--- src/rtl/acc_to_q35_requant.sv ---
// acc_to_q35_requant: turns signed fixed-point MAC accumulator results into
// 8-bit Q3.5 samples for the GELU stage. It rounds half-up, then saturates.
// It is a 2-stage pipeline with valid/ready on both sides and a sticky
// saturation counter.
// Ports:
//   clk, reset (sync, active-high).
//   in_valid/in_ready/in_data: accumulator stream.
//   out_valid/out_ready/out_data/out_sat: Q3.5 stream.
//   clr_count/sat_count: debug counter of delivered saturated samples.
module acc_to_q35_requant #(
   parameter int ACC_W   = 20,
   parameter int FRAC_IN = 10,
   parameter int CNT_W   = 16
) (
   input  logic             clk,
   input  logic             reset,
   input  logic             in_valid,
   output logic             in_ready,
   input  logic [ACC_W-1:0] in_data,
   output logic             out_valid,
   input  logic             out_ready,
   output logic [7:0]       out_data,
   output logic             out_sat,
   input  logic             clr_count,
   output logic [CNT_W-1:0] sat_count
);

   localparam int SHIFT = FRAC_IN - 5;
   localparam int SUM_W = ACC_W + 1;
   localparam int R_W   = SUM_W - SHIFT;

   localparam logic [SUM_W-1:0]        HALF_LSB = {{(SUM_W-1){1'b0}}, 1'b1} << (SHIFT - 1);
   localparam logic signed [R_W-1:0]   SAT_MAX  = R_W'(127);
   localparam logic signed [R_W-1:0]   SAT_MIN  = R_W'(-128);

   logic                    s1_valid;
   logic signed [R_W-1:0]   s1_r;
   logic                    s2_free;
   logic                    in_fire;
   logic signed [SUM_W-1:0] sum;
   logic signed [R_W-1:0]   rnd;
   logic                    sat_hi;
   logic                    sat_lo;

   assign s2_free  = !out_valid || out_ready;
   assign in_ready = !s1_valid || s2_free;
   assign in_fire  = in_valid && in_ready;

   // The sum is one bit wider than the input, so adding the half-LSB cannot
   // overflow. Keeping the upper bits is the same as an arithmetic shift
   // right by SHIFT. That gives floor((x + half) / 2^SHIFT), which is
   // round-half-up.
   assign sum = $signed({in_data[ACC_W-1], in_data}) + $signed(HALF_LSB);
   assign rnd = sum[SUM_W-1:SHIFT];

   assign sat_hi = s1_r > SAT_MAX;
   assign sat_lo = s1_r < SAT_MIN;

   // Stage 1: rounded value.
   always_ff @(posedge clk) begin
      if (reset) begin
         s1_valid <= 1'b0;
         s1_r     <= '0;
      end else if (in_fire) begin
         s1_valid <= 1'b1;
         s1_r     <= rnd;
      end else if (s2_free) begin
         s1_valid <= 1'b0;
      end
   end

   // Stage 2: saturated Q3.5 output register. It holds while stalled.
   always_ff @(posedge clk) begin
      if (reset) begin
         out_valid <= 1'b0;
         out_data  <= '0;
         out_sat   <= 1'b0;
      end else if (s2_free) begin
         out_valid <= s1_valid;
         if (s1_valid) begin
            if (sat_hi) begin
               out_data <= 8'h7f;
               out_sat  <= 1'b1;
            end else if (sat_lo) begin
               out_data <= 8'h80;
               out_sat  <= 1'b1;
            end else begin
               out_data <= s1_r[7:0];
               out_sat  <= 1'b0;
            end
         end
      end
   end

   // Counts saturated samples as they are delivered downstream, not as they
   // are produced. The count sticks at all-ones. A clear wins over a
   // same-cycle increment.
   always_ff @(posedge clk) begin
      if (reset || clr_count) begin
         sat_count <= '0;
      end else if (out_valid && out_ready && out_sat && (sat_count != {CNT_W{1'b1}})) begin
         sat_count <= sat_count + CNT_W'(1);
      end
   end

endmodule
--- config.mk ---
export PLATFORM = sky130hd
export DESIGN_NAME = acc_to_q35_requant
export DESIGN_NICKNAME = d
export VERILOG_FILES = /design/src/rtl/acc_to_q35_requant.sv
export SDC_FILE = /design/constraint.sdc
export NUM_CORES = 1
export LEC_CHECK = 0
export CORE_MARGIN = 3
export CORE_UTILIZATION = 35
export CTS_BUF_LIST = sky130_fd_sc_hd__clkbuf_16
export DETAILED_ROUTE_END_ITERATION = 6
export GPL_TIMING_DRIVEN = 0
export PLACE_DENSITY = 0.59
export SYNTH_ARGS = -nofsm -noshare
export SYNTH_HDL_FRONTEND = slang
export SYNTH_SLANG_ARGS = --single-unit
--- constraint.sdc ---
create_clock -name clk -period 6.6 [get_ports clk]
set_input_delay 1.98 -clock clk [delete_from_list [all_inputs] [get_ports clk]]
set_output_delay 1.98 -clock clk [all_outputs]
set_load 0.01 [all_outputs]
==> flow_metrics.py <==
metrics = {
    "sta": {
        "drv_slew": 0,
        "finalSetupViolCount": 0,
        "hold_viol_final": 0,
        "rsz0062_at_grt": "no",
        "max-slew-margin-rel": 0.368,
        "period_share": 0.802,
        "worstMarginPinSlew_ps": 942,
        "min_period_ps": 5290,
        "clock_skew_ps": 3.77,
        "fin_setup_tns_ps": 0,
        "fmax_mhz": 189,
    },
    "worst_setup_path": {
        "crit_fanout": 5,
        "crit_type": "input pin to output pin",
        "critPathLaunchType": "input pin",
        "r2r_cells": 5,
        "endpoint": "in_ready",
        "r2r-start": "sat_count[0]",
        "critPathCaptureType": "output pin",
        "worst-r2r-setup-slack_ps": 4450,
        "r2r-end": "sat_count[1]",
        "cp-startpoint": "out_ready",
        "required_ps": 4620,
        "cp.arrival_ps": 3310,
    },
    "logic_synthesis": {
        "async_reset_ff_frac": 0,
        "ys_ff_latch": 43,
        "syn_area_per_cell_um2": 8.28,
        "syn-cell-area_um2": 2190,
        "ys.flop_type": "dfxtp_1",
        "yosysUniqueCellTypes": 44,
        "ys_seq_area_frac": 0.394,
        "syn_inst": 264,
        "yosysWarnings": 0,
        "syn-num-nets": 291,
        "synth_edf_count": 0,
    },
    "cells_and_area": {
        "drive_gt1_frac": 0.0439,
        "fin_area_um2": 2920,
        "final_cell_mix": "clkdlybuf4s50_1 (47), dfxtp_1 (43), nand2_1 (28)",
        "area_delta_synth_final_pct": 33.5,
        "stdcell_count": 394,
        "nNetsFinal": 345,
        "diodes": 0,
        "layout_commonest_cell": "clkdlybuf4s50_1",
    },
    "min_path": {
        "hp-class": "flop to flop",
        "worstHoldStart": "s1_r[0]",
        "hold_depth": 2,
    },
    "clock_network": {
        "post_cts_buffers": 0,
        "clkTransAtPathRegs_ps": 60,
        "h-tree-depth": 2,
        "max-clock-path-buffers": 2,
        "cts_buffers": 5,
        "holdBufCountCts": 0,
        "clock_latency_ps": 280,
        "cts-root-buf": "clkbuf_16",
        "cts_tree": "built",
        "cts_sinks": 43,
        "cts_resized": 0,
    },
    "grt": {
        "met2_usage": 0.224,
        "grt_max_degree": 15,
        "grt_use_met3": 0.0282,
        "overflow": 0,
        "track_usage": 0.156,
        "busiest_layer": "met1",
        "grt_pass1_vias": 1863,
        "grt_pass1_wl_um": 9280,
        "antenna_found_initial": 0,
        "grt.met1_usage": 0.236,
    },
    "place": {
        "dpl_cell_area_um2": 2750,
        "dp_cells": 386,
        "hpwl_um": 4220,
        "finalWeightedCongestion": 0.801,
        "numPortBuffers": 47,
    },
    "drt": {
        "finalWirelength_um": 5590,
        "first_pass_iters": 4,
        "vias": 2211,
        "drtIter0Drc": 178,
        "ant_nets": 0,
        "routedWlPerCell_um": 14.2,
        "drc_errors": 0,
        "avgViaCountPerCell": 5.61,
    },
    "floorplan": {
        "core_um2": 5990,
        "initial_core_util": 0.365,
        "io_pins": 52,
        "design.die.area_um2": 7230,
        "row_count": 28,
        "die_h_um": 85.1,
        "dieWidth_um": 85.1,
    },
    "power": {
        "p_per_area_nw_per_um2": 216,
        "ir_drop_v": 0.000107,
        "p_leak_nw": 0.965,
    },
    "job": {
        "drv_cap": 0,
    },
    "status": {
        "outcome": "finished clean",
    },
}
## cells in the mapped netlist, drive strengths merged (3+ instances only)
library cell  number  area, um2
a41oi              4       35.0
and3               4       25.0
nor3               5       25.0
a311oi             3       26.3
dfxtp             43        861
a221oi             7       61.3
nand4             14       93.8
nand2             28        105
a21oi             19       95.1
nand3             18       90.1
buf                3       11.3
xor2               7       61.3
or3                3       18.8
nor4              10       62.6
inv                6       22.5
nor2              20       75.1
o211ai             4       30.0
and4               3       27.5
xnor2              4       35.0
a211oi            12       90.1
or4                8       63.8
clkbuf             7       26.3
o21ai              6       30.0
## power by group
part           internal [mW]  switching, mW  total, mW  leakage, nW
Sequential             0.272        0.00928      0.281        0.352
Combinational         0.0347         0.0374     0.0721        0.529
Clock                  0.178         0.0999      0.278       0.0838
Total                  0.485          0.147      0.631        0.965
## state kept, by name, summed over array words and instances (netlist names)
name / flops
sat_count: 16
out_sat: 1
s1_valid: 1
out_valid: 1
s1_r: 16
out_data: 8
## how the worst min path moves through the flow
| stage | endpoint | slack [ps] |
|---|---|---|
| finish | s1_r[0] | 460 |
| global route | out_data[7] | 500 |
| CTS | s1_r[0] | 460 |
| detailed placement | s1_r[0] | 450 |
| global placement | s1_r[0] | 450 |
| floorplan | s1_r[0] | 440 |
## area by class of cell
class	count	area, um2
Clock inverter	3	43.8
Sequential cell	43	861
Multi-Input combinational cell	205	1270
Inverter	6	22.5
Fill cell	617	3070
Buffer	10	37.5
Clock buffer	5	125
Tap cell	75	93.8
Timing Repair Buffer	47	470
## through the flow
stage	power [mW]	hold slack, ps	util	setup slack, ps
finish	0.631	458	0.487	1310
global route	0.656	505	0.487	1260
CTS	0.637	459	0.487	1320
detailed placement	0.359	450	0.459	1320
global placement	0.358	447	0.459	1320
floorplan	0.322	436	-	2400
## per-layer routing
layer  wire length, um  part of all wire  vias to the layer above
met4                63             0.011                        0
li1                  -                 -                     1132
met1              2930              0.52                     1011
met5                 0                 0                        -
met3               251             0.045                        5
met2              2340              0.42                       63
## cell families (layout without fill, tap and decap cells)
| kind of cell | after synthesis | after routing | synth area share |
|---|---|---|---|
| AOI/OAI and AO/OA | 68 | 68 | 0.219 |
| DFF | 43 | 43 | 0.394 |
| xor gates and xnor gates | 11 | 11 | 0.0440 |
| adders and majority gates | 2 | 2 | 0.0114 |
| and+or+nand+nor | 122 | 122 | 0.296 |
| muxes | 2 | 2 | 0.00915 |
| buffers and inverters | 16 | 71 | 0.0275 |
## worst max-delay path, cell delays in order
cell,delay (ps)
clkdlybuf4s50_1,510
nand3b_1,240
clkdlybuf4s50_1,580
(Power assumes the default switching activity.)
